[config.mk]
export PLATFORM = sky130hd
export DESIGN_NAME = cu_multicycle_flat
export DESIGN_NICKNAME = d
export VERILOG_FILES = /design/src/rtl/cu_multicycle_if.sv /design/src/rtl/cu_multicycle.sv /design/src/flat_wrapper.sv
export SDC_FILE = /design/constraint.sdc
export NUM_CORES = 1
export LEC_CHECK = 0
export BUFFER_PORTS_ARGS = -buffer_cell sky130_fd_sc_hd__buf_2
export CELL_PAD_IN_SITES_DETAIL_PLACEMENT = 1
export CELL_PAD_IN_SITES_GLOBAL_PLACEMENT = 1
export CORE_UTILIZATION = 46
export DETAILED_ROUTE_END_ITERATION = 16
export PLACE_DENSITY = 0.89
export SYNTH_ARGS = -nofsm -noshare
export SYNTH_HDL_FRONTEND = slang
export SYNTH_SLANG_ARGS = --single-unit
[constraint.sdc]
create_clock -name clk -period 3 [get_ports clk]
set_input_delay 0.6 -clock clk [delete_from_list [all_inputs] [get_ports clk]]
set_output_delay 0.6 -clock clk [all_outputs]
set_load 0.02 [all_outputs]
[src/rtl/cu_multicycle_if.sv]
// Instruction-memory request/acknowledge bus between the control unit (master) and imem (slave).
interface cu_multicycle_if #(
    parameter int unsigned DATA_W = 8,
    parameter int unsigned PC_W   = 16
);
    localparam int unsigned INSTR_W = DATA_W + 6;

    logic               imem_req;
    logic [PC_W-1:0]    imem_addr;
    logic               imem_ack;
    logic [INSTR_W-1:0] imem_rdata;

    modport master (output imem_req, output imem_addr, input imem_ack, input imem_rdata);
    modport slave  (input imem_req, input imem_addr, output imem_ack, output imem_rdata);
endinterface

[src/rtl/cu_multicycle.sv]
// Multi-cycle FETCH/DECODE/EXEC/WB control unit with a 4-entry register file, ALU, Z/C flags,
// imem req/ack fetch, external stall and sticky halt.
module cu_multicycle #(
    parameter int unsigned DATA_W = 8,
    parameter int unsigned PC_W   = 16
) (
    input  logic              clk,
    input  logic              reset,
    input  logic              stall_in,
    cu_multicycle_if.master   imem,
    output logic [PC_W-1:0]   pc_out,
    output logic [DATA_W-1:0] alu_result,
    output logic [2:0]        state,
    output logic              hold,
    output logic              zero_flag,
    output logic              carry_flag,
    output logic              illegal
);
    localparam int unsigned INSTR_W = DATA_W + 6;
    localparam int unsigned NREG    = 4;

    typedef enum logic [2:0] {
        S_FETCH  = 3'd0,
        S_DECODE = 3'd1,
        S_EXEC   = 3'd2,
        S_WB     = 3'd3,
        S_HALT   = 3'd4
    } state_e;

    localparam logic [3:0] OP_LDI  = 4'd1;
    localparam logic [3:0] OP_ADDI = 4'd2;
    localparam logic [3:0] OP_SUBI = 4'd3;
    localparam logic [3:0] OP_AND  = 4'd4;
    localparam logic [3:0] OP_OR   = 4'd5;
    localparam logic [3:0] OP_XOR  = 4'd6;
    localparam logic [3:0] OP_MOV  = 4'd7;
    localparam logic [3:0] OP_JMP  = 4'd8;
    localparam logic [3:0] OP_JZ   = 4'd9;
    localparam logic [3:0] OP_HLT  = 4'd15;

    state_e             state_q, state_d;
    logic [PC_W-1:0]    pc_q, pc_d;
    logic [INSTR_W-1:0] ir_q, ir_d;
    logic [DATA_W-1:0]  opnd_q, opnd_d;
    logic [DATA_W-1:0]  alu_q, alu_d;
    logic               z_q, z_d, c_q, c_d, ill_q, ill_d;
    logic [DATA_W-1:0]  regs_q [NREG];
    logic [DATA_W-1:0]  regs_d [NREG];

    logic [3:0]         op;
    logic [1:0]         rd;
    logic [DATA_W-1:0]  imm;
    logic [DATA_W-1:0]  res;
    logic               res_v;
    logic [DATA_W:0]    sum;

    assign op  = ir_q[INSTR_W-1 -: 4];
    assign rd  = ir_q[DATA_W +: 2];
    assign imm = ir_q[DATA_W-1:0];

    // Next-state and datapath update; every stage holds its registers by default.
    always_comb begin
        state_d = state_q;
        pc_d    = pc_q;
        ir_d    = ir_q;
        opnd_d  = opnd_q;
        alu_d   = alu_q;
        z_d     = z_q;
        c_d     = c_q;
        ill_d   = ill_q;
        regs_d  = regs_q;
        res     = '0;
        res_v   = 1'b0;
        sum     = '0;
        case (state_q)
            S_FETCH: begin
                if (imem.imem_ack) begin
                    ir_d    = imem.imem_rdata;
                    state_d = S_DECODE;
                end
            end
            S_DECODE: begin
                opnd_d  = regs_q[rd];
                state_d = S_EXEC;
            end
            S_EXEC: begin
                state_d = S_WB;
                case (op)
                    OP_LDI:  begin res = imm; res_v = 1'b1; end
                    OP_ADDI: begin
                        sum   = {1'b0, opnd_q} + {1'b0, imm};
                        res   = sum[DATA_W-1:0];
                        c_d   = sum[DATA_W];
                        res_v = 1'b1;
                    end
                    OP_SUBI: begin
                        sum   = {1'b0, opnd_q} - {1'b0, imm};
                        res   = sum[DATA_W-1:0];
                        c_d   = sum[DATA_W];
                        res_v = 1'b1;
                    end
                    OP_AND:  begin res = opnd_q & imm; c_d = 1'b0; res_v = 1'b1; end
                    OP_OR:   begin res = opnd_q | imm; c_d = 1'b0; res_v = 1'b1; end
                    OP_XOR:  begin res = opnd_q ^ imm; c_d = 1'b0; res_v = 1'b1; end
                    OP_MOV:  begin res = regs_q[0]; res_v = 1'b1; end
                    4'd10, 4'd11, 4'd12, 4'd13, 4'd14: ill_d = 1'b1;
                    default: ;
                endcase
                if (res_v) begin
                    alu_d = res;
                    z_d   = (res == '0);
                end
            end
            S_WB: begin
                pc_d = pc_q + PC_W'(1);
                if ((op >= OP_LDI) && (op <= OP_MOV)) regs_d[rd] = alu_q;
                if ((op == OP_JMP) || ((op == OP_JZ) && z_q)) pc_d = PC_W'(imm);
                state_d = (op == OP_HLT) ? S_HALT : S_FETCH;
            end
            S_HALT:  state_d = S_HALT;
            default: state_d = S_FETCH;
        endcase
    end

    always_ff @(posedge clk or posedge reset) begin
        if (reset)          state_q <= S_FETCH;
        else if (!stall_in) state_q <= state_d;
    end

    always_ff @(posedge clk or posedge reset) begin
        if (reset) begin
            pc_q   <= '0;
            ir_q   <= '0;
            opnd_q <= '0;
            alu_q  <= '0;
            z_q    <= 1'b0;
            c_q    <= 1'b0;
            ill_q  <= 1'b0;
            for (int i = 0; i < NREG; i++) regs_q[i] <= '0;
        end else if (!stall_in) begin
            pc_q   <= pc_d;
            ir_q   <= ir_d;
            opnd_q <= opnd_d;
            alu_q  <= alu_d;
            z_q    <= z_d;
            c_q    <= c_d;
            ill_q  <= ill_d;
            regs_q <= regs_d;
        end
    end

    // Request is gated by reset so an abandoned fetch drops immediately.
    assign imem.imem_req  = (state_q == S_FETCH) & ~reset;
    assign imem.imem_addr = pc_q;
    assign pc_out         = pc_q;
    assign alu_result     = alu_q;
    assign state          = state_q;
    assign zero_flag      = z_q;
    assign carry_flag     = c_q;
    assign illegal        = ill_q;
    assign hold           = stall_in | ((state_q == S_FETCH) & ~imem.imem_ack) | (state_q == S_HALT);
endmodule

[src/flat_wrapper.sv]
// flat-port wrapper written by rule: the top's interface ports become plain ports
module cu_multicycle_flat 
#(
    parameter int unsigned DATA_W = 8,
    parameter int unsigned PC_W   = 16
)
  (clk, reset, stall_in, pc_out, alu_result, state, hold, zero_flag, carry_flag, illegal, imem_imem_req, imem_imem_addr, imem_imem_ack, imem_imem_rdata);
  cu_multicycle_if #(.DATA_W(DATA_W), .PC_W(PC_W)) imem_i ();
  input  logic clk;
  input  logic reset;
  input  logic stall_in;
  output logic [PC_W-1:0] pc_out;
  output logic [DATA_W-1:0] alu_result;
  output logic [2:0] state;
  output logic hold;
  output logic zero_flag;
  output logic carry_flag;
  output logic illegal;
  output wire logic [$bits(imem_i.imem_req)-1:0] imem_imem_req;
  output wire logic [$bits(imem_i.imem_addr)-1:0] imem_imem_addr;
  input wire logic [$bits(imem_i.imem_ack)-1:0] imem_imem_ack;
  input wire logic [$bits(imem_i.imem_rdata)-1:0] imem_imem_rdata;
  assign imem_imem_req = imem_i.imem_req;
  assign imem_imem_addr = imem_i.imem_addr;
  assign imem_i.imem_ack = imem_imem_ack;
  assign imem_i.imem_rdata = imem_imem_rdata;
  cu_multicycle #(.DATA_W(DATA_W), .PC_W(PC_W)) u_core (.clk(clk), .reset(reset), .stall_in(stall_in), .imem(imem_i), .pc_out(pc_out), .alu_result(alu_result), .state(state), .hold(hold), .zero_flag(zero_flag), .carry_flag(carry_flag), .illegal(illegal));
endmodule
==> reports/results.ini, run 1 <==
[run_status]
status=finished clean

[route]
drtAntennaViolNets=0
post_drt_wl_per_cell_um=23.0
drc=0
vias=4411
drt_wl_total_um=16300
drt_first_pass_iters=4
avgViaCountPerCell=6.22
drt_iter0_drc=294

[pwr]
vdd_drop_max_mv=0.699
p_total_mw=6.94
p_leak_nw=2.74
p_per_area_nw_per_um2=1180

[global_routing]
grt_use_total_pct=29.2
antenna_found_initial=0
grt_max_degree=48
grt_pass1_vias=4594
grt_pass1_wl_um=25700
overflow=0

[logic_synthesis]
yosys-top-cells-count=dfrtp_1 (84), mux2_2 (52), nand2_1 (41)
syn_area_per_cell_um2=10.0
ys_ff_latch=84
synthArstFlopShare_pct=100
synth.most_common_cell=dfrtp_1
synthFlopType=dfrtp_1
yosys_warnings=0
syn_nets=562
yosysTopAreaCell=dfrtp_1
syn_inst=517
synth_cell_types=63
synthTopCellsByArea=dfrtp_1 (41%), mux2_2 (11%), ha_1 (6.0%), mux4_2 (3.9%), nand2_1 (3.0%)
synth_top_area_share_pct=40.5
syn_area_um2=5190
ys_seq_area_share_pct=40.5
synth_edf_count=0

[cts]
htree_levels=3
cts_buffer_depth=2
clock-sinks=84
cts.repair.resized=0
cts_inserted_buffers=9
clk-insertion-delay-late_ns=0.34
cts-root-buf=clkbuf_16
clk_pin_slew_ns=0.07
post_cts_buffers=0
tritoncts=done
hold_buffers=0

[floorplanning]
num_rows=38
initial_core_util_pct=47.4
io_pins=66
fp.dieH_um=108
die-area_um2=11700
coreArea_um2=10900
die_w_um=108

[timing]
fin_setup_tns_ns=0
max-slew-margin-rel_pct=43.6
rsz0062_at_grt=no
skew_ns=0.00715
worst_pin_slew_ns=0.843
timing_hold_violations_final=0
post-route-min-period_ns=2.83
report.final.slew_viol_count=0
setup_viol=0
fmax_mhz=353
fin_crit_sh_pct=94.5

[place]
io_buffers=65
dp_hpwl_um=11600
gp_congestion=1.04

[setup_path]
cp.arrival_ns=3.08
r2r-start=u_core.opnd_q[0]$_DFFE_PP0P_
critPathMaxFanout=3
rr_worst_depth=11
r2r_end=u_core.zero_flag$_DFFE_PP0P_
end_kind=flop
cp_slowest_cell=a2111oi_0
cp_num_cells=11
crit_start=u_core.opnd_q[0]$_DFFE_PP0P_
slowest_delay_ns=0.47
cpMostUsedCell=inv_1
required_ns=3.25
cp_num_buf_inv=2
reg2reg_setup_slack_ns=0.17
path_delay_family=compound AO/OA/AOI/OAI gates
critPathKind=flop to flop
cp-start-kind=flop
crit_chain=inv_1 > ha_1 > inv_1 > fa_1 > nor3b_1 > o31ai_1 > nor3_1 > a2111oi_0 > o21a_1 > nand4_1 > o22ai_1
endpoint=u_core.zero_flag$_DFFE_PP0P_

[hold_path]
min_path_type=input port to async pin

[finish]
area_growth_pct=13.5
drive_gt1_share_pct=29.7
final_nets=609
diodes=0

[job]
maxCapViolations=0

[power by group]
group	total, mW	internal (mW)	switching, mW
Combinational	3.47	1.44	2.04
Sequential	2.28	1.57	0.708
Clock	1.19	0.703	0.489
Total	6.94	3.71	3.23
[through the flow]
stage | cell area [um2] | hold slack [ns] | util (%) | std cells | worst slack, ns
3_5_place_dp | 5570 | 0.464 | 50.9 | 693 | 0.377
4_1_cts | 5890 | 0.393 | 53.8 | 709 | 0.275
3_3_place_gp | 5570 | 0.462 | 50.9 | 693 | 0.479
6_report | 5890 | 0.363 | 53.8 | 709 | 0.166
2_1_floorplan | 5190 | 0.474 | - | 517 | 0.235
5_1_grt | 5890 | 0.424 | 53.8 | 709 | 0.0481
[final cells by class]
class	count	area, um2
clock inverters	5	67.6
fillers	1252	5050
multi-input cells	363	2750
repair buffers	77	428
inverters	29	110
flip-flops and latches	84	2100
clock buffers	11	253
well taps	140	175
[worst min path at each step]
stage	start	to	slack [ns]	depth (start not counted)
2_1_floorplan	u_core.regs_q[10]$_DFFE_PP0P_	u_core.regs_q[10]$_DFFE_PP0P_	0.47	1
3_3_place_gp	u_core.illegal$_DFFE_PP0P_	u_core.illegal$_DFFE_PP0P_	0.46	1
3_5_place_dp	u_core.illegal$_DFFE_PP0P_	u_core.illegal$_DFFE_PP0P_	0.46	1
5_1_grt	reset	u_core.state[1]$_DFFE_PP0P_	0.42	2
4_1_cts	reset	u_core.ir_q[3]$_DFFE_PP0P_	0.39	2
6_report	reset	u_core.state[1]$_DFFE_PP0P_	0.36	2
[per-layer routing]
layer | track usage [%] | share of wire, % | wire, um
met5 | 0 | 0 | 0
met4 | 10.7 | 2.5 | 415
met3 | 6.69 | 6.0 | 981
met2 | 49.3 | 51 | 8290
met1 | 36.6 | 41 | 6610
[placed cells by master (no fill, tap or decap), types with 11 or more instances in the layout]
cell type and instances:
nand2_1 41, dfrtp_1 84, nand3_1 18, mux2_2 52, ha_1 25, nor2_1 34, buf_4 11, o21ai_0 29
inv_1 27, nor3_1 11, buf_2 65, a21oi_1 24
[worst register-to-register path: stages (launching register included)]
cell,delay (ns)
dfrtp_1,0.40
inv_1,0.10
ha_1,0.20
inv_1,0.07
fa_1,0.41
nor3b_1,0.19
o31ai_1,0.32
nor3_1,0.08
a2111oi_0,0.47
o21a_1,0.24
nand4_1,0.10
o22ai_1,0.17
[kinds of logic after synthesis]
group                      synth area share, %
and+or+nand+nor                           15.9
AOI/OAI and AO/OA                         12.8
DFF                                       40.5
buffers and inverters                     6.46
muxes                                     16.2
adders and majority gates                 6.80
xor gates and xnor gates                  1.35
[flip-flops by register name, indices dropped and copies added, names as in the netlist]
| register | cells |
|---|---|
| u_core.opnd_q | 8 |
| u_core.carry_flag | 1 |
| u_core.alu_result | 8 |
| u_core.illegal | 1 |
| u_core.state | 3 |
| u_core.imem.imem_addr | 16 |
| u_core.regs_q | 32 |
| u_core.ir_q | 14 |
| u_core.zero_flag | 1 |
Power figures use the tool's default switching activity.
==> run 2: changes to the inputs <==
--- a/config.mk
+++ b/config.mk
@@ -8,9 +8,10 @@
 export BUFFER_PORTS_ARGS = -buffer_cell sky130_fd_sc_hd__buf_2
 export CELL_PAD_IN_SITES_DETAIL_PLACEMENT = 1
 export CELL_PAD_IN_SITES_GLOBAL_PLACEMENT = 1
-export CORE_UTILIZATION = 46
+export CORE_ASPECT_RATIO = 0.9
+export CORE_UTILIZATION = 49
 export DETAILED_ROUTE_END_ITERATION = 16
-export PLACE_DENSITY = 0.89
+export PLACE_DENSITY = 0.93
 export SYNTH_ARGS = -nofsm -noshare
 export SYNTH_HDL_FRONTEND = slang
 export SYNTH_SLANG_ARGS = --single-unit
==> constraint.sdc (replaced) <==
create_clock -name clk -period 3.41 [get_ports clk]
set_input_delay 0.682 -clock clk [delete_from_list [all_inputs] [get_ports clk]]
set_output_delay 0.682 -clock clk [all_outputs]
set_load 0.02 [all_outputs]
==> run 2 against run 1 <==
Compared with the run above: clock skew about the same; via count is 1.7% lower; flip-flop and latch count unchanged; register-to-register slack better by 0.40 ns; core utilization grew 3.4 points; routed wire length unchanged; clock power barely moved; fmax shrank 0.26%; global-route usage is 1.6 points higher; die area down 6.0%; critical endpoint unchanged.
==> reports/results.ini, run 2 (synthesis gave the netlist of run 1 again) <==
[timing]
fmax_mhz=352  ; was 353 MHz
fin_crit_sh_pct=83.3  ; was 94.5%
setup_viol=0  ; unchanged
timing_hold_violations_final=0  ; unchanged
worst_pin_slew_ns=0.893  ; was 0.843 ns
skew_ns=0.00695  ; was 0.00715 ns
rsz0062_at_grt=no  ; unchanged
max-slew-margin-rel_pct=40.3  ; was 43.6%
post-route-min-period_ns=2.84  ; was 2.83 ns
report.final.slew_viol_count=0  ; unchanged
fin_setup_tns_ns=0  ; unchanged

[setup_path]
critPathMaxFanout=21  ; was 3
cp.arrival_ns=3.06  ; was 3.08 ns
required_ns=3.63  ; was 3.25 ns
critPathKind=flop to flop  ; unchanged
end_kind=flop  ; unchanged
cp-start-kind=flop  ; unchanged

[route]
drt_first_pass_iters=5  ; was 4
drt_iter0_drc=279  ; was 294
drt_wl_total_um=16300  ; unchanged
vias=4334  ; was 4411
post_drt_wl_per_cell_um=23.6  ; was 23.0 um
avgViaCountPerCell=6.26  ; was 6.22
drtAntennaViolNets=0  ; unchanged
drc=0  ; unchanged

[hold_path]
min_path_type=input port to async pin  ; unchanged

[cts]
clk_pin_slew_ns=0.07  ; about the same
clock-sinks=84  ; unchanged
post_cts_buffers=0  ; unchanged
cts-root-buf=clkbuf_16  ; unchanged
cts_buffer_depth=2  ; unchanged
hold_buffers=0  ; unchanged
cts.repair.resized=0  ; unchanged
tritoncts=done  ; unchanged
cts_inserted_buffers=9  ; unchanged
clk-insertion-delay-late_ns=0.35  ; was 0.34 ns
htree_levels=3  ; unchanged

[global_routing]
grt_max_degree=45  ; was 48
antenna_found_initial=0  ; unchanged
overflow=0  ; unchanged
grt_use_total_pct=30.8  ; was 29.2%
grt_pass1_vias=4632  ; was 4594
grt_pass1_wl_um=26000  ; was 25700 um

[floorplanning]
coreArea_um2=10200  ; was 10900 um2
initial_core_util_pct=50.6  ; was 47.4%
die-area_um2=11000  ; was 11700 um2
io_pins=66  ; unchanged
fp.dieH_um=99.6  ; was 108 um
num_rows=35  ; was 38
die_w_um=110  ; was 108 um

[pwr]
p_sw_mw=2.83  ; was 3.23 mW
p_per_area_nw_per_um2=1060  ; was 1180 nW/um2
p_seq_share_pct=33.1  ; was 32.8%
p_leak_nw=2.73  ; was 2.74 nW
p_int_mw=3.35  ; was 3.71 mW
sw_frac_of_total_pct=45.8  ; was 46.6%
pwr-share-comb_pct=48.1  ; was 50.0%
p_clk_share_pct=18.9  ; was 17.2%
vdd_drop_max_mv=0.655  ; was 0.699 mV

[finish]
diodes=0  ; unchanged
largest_reg_flops=32  ; unchanged
fillers=1134  ; was 1252
final_common_cell=dfrtp_1  ; unchanged
drive_gt1_share_pct=29.0  ; was 29.7%
top_register=u_core.regs_q  ; unchanged
stdcell_count=692  ; was 709
area_growth_pct=13.0  ; was 13.5%
final_nets=604  ; was 609
most-common-layout-cells=dfrtp_1 (84), buf_2 (65), mux2_2 (52)  ; unchanged

[place]
gp_congestion=0.930  ; was 1.04
placed_cells=677  ; was 693
dp_hpwl_um=11300  ; was 11600 um
io_buffers=65  ; unchanged

[run_status]
status=finished clean  ; unchanged

[job]
maxCapViolations=0  ; unchanged

==> run 2: changes by cell type in the layout (fill, tap and decap cells not counted) <==
cell       change
buf_4          -5
clkinv_4       -2
clkbuf_8       -1
inv_6          +1
inv_8          -1
bufinv_16      +2
==> run 2: final cells by class <==
type,count,area [um2],share of cell area (%)
repair buffers,72,390,6.66
flip-flops and latches,84,2100,35.9
well taps,129,161,2.75
clock buffers,10,239,4.08
multi-input cells,363,2750,46.9
clock inverters,5,108,1.84
inverters,29,110,1.88
==> run 2: final timing paths <==
| check | end | start | slack (ns) | cells past startpoint |
|---|---|---|---|---|
| setup / recovery | u_core.zero_flag$_DFFE_PP0P_ | u_core.ir_q[11]$_DFFE_PP0P_ | 0.57 | 7 |
| hold / removal | u_core.state[0]$_DFFE_PP0P_ | reset | 0.48 | 2 |
| setup reg to reg | u_core.zero_flag$_DFFE_PP0P_ | u_core.ir_q[11]$_DFFE_PP0P_ | 0.57 | 7 |
| hold reg to reg | u_core.illegal$_DFFE_PP0P_ | u_core.illegal$_DFFE_PP0P_ | 0.51 | 1 |
| max in group asynchronous | u_core.alu_result[1]$_DFFE_PP0P_ | reset | 2.22 | 3 |
| min in group clk | u_core.illegal$_DFFE_PP0P_ | u_core.illegal$_DFFE_PP0P_ | 0.51 | 1 |
==> run 2: power by group through the flow <==
| stage | sequential (mW) | clock (mW) | combinational [mW] |
|---|---|---|---|
| after floorplan | 1.83 | 0 | 2.16 |
| after global placement | 1.96 | 0 | 2.70 |
| after detailed placement | 2.02 | 0 | 2.86 |
| after CTS | 2.02 | 1.17 | 2.93 |
| after global routing | 2.09 | 1.22 | 3.22 |
| final | 2.05 | 1.17 | 2.98 |
==> run 2: layer usage <==
layer | routed length (um) | vias up | part of all wire (%) | global-route usage (%)
met2 | 8110 | 172 | 50 | 51.5
met5 | 0 | - | 0 | 0
li1 | - | 1922 | - | -
met3 | 861 | 34 | 5.3 | 7.07
met4 | 480 | 0 | 2.9 | 11.7
met1 | 6840 | 2206 | 42 | 39.3
==> run 2: critical path: stages, from the launching register on <==
cell	delay, ns
dfrtp_1	0.90
nor2b_1	0.51
nand2_1	0.33
o2bb2a_1	0.38
a31oi_1	0.21
a311oi_1	0.13
nand4_1	0.16
o22ai_1	0.08
==> run 2: metrics by stage <==
step / area [um2] / power [mW] / setup WS (ns) / utilization, % / hold slack (ns)
2_1_floorplan: 5190 / 3.99 / 0.563 / - / 0.474
3_3_place_gp: 5510 / 4.65 / 0.803 / 53.8 / 0.462
3_5_place_dp: 5510 / 4.88 / 0.680 / 53.8 / 0.473
4_1_cts: 5860 / 6.13 / 0.666 / 57.2 / 0.507
5_1_grt: 5860 / 6.53 / 0.436 / 57.2 / 0.514
6_report: 5860 / 6.19 / 0.569 / 57.2 / 0.478
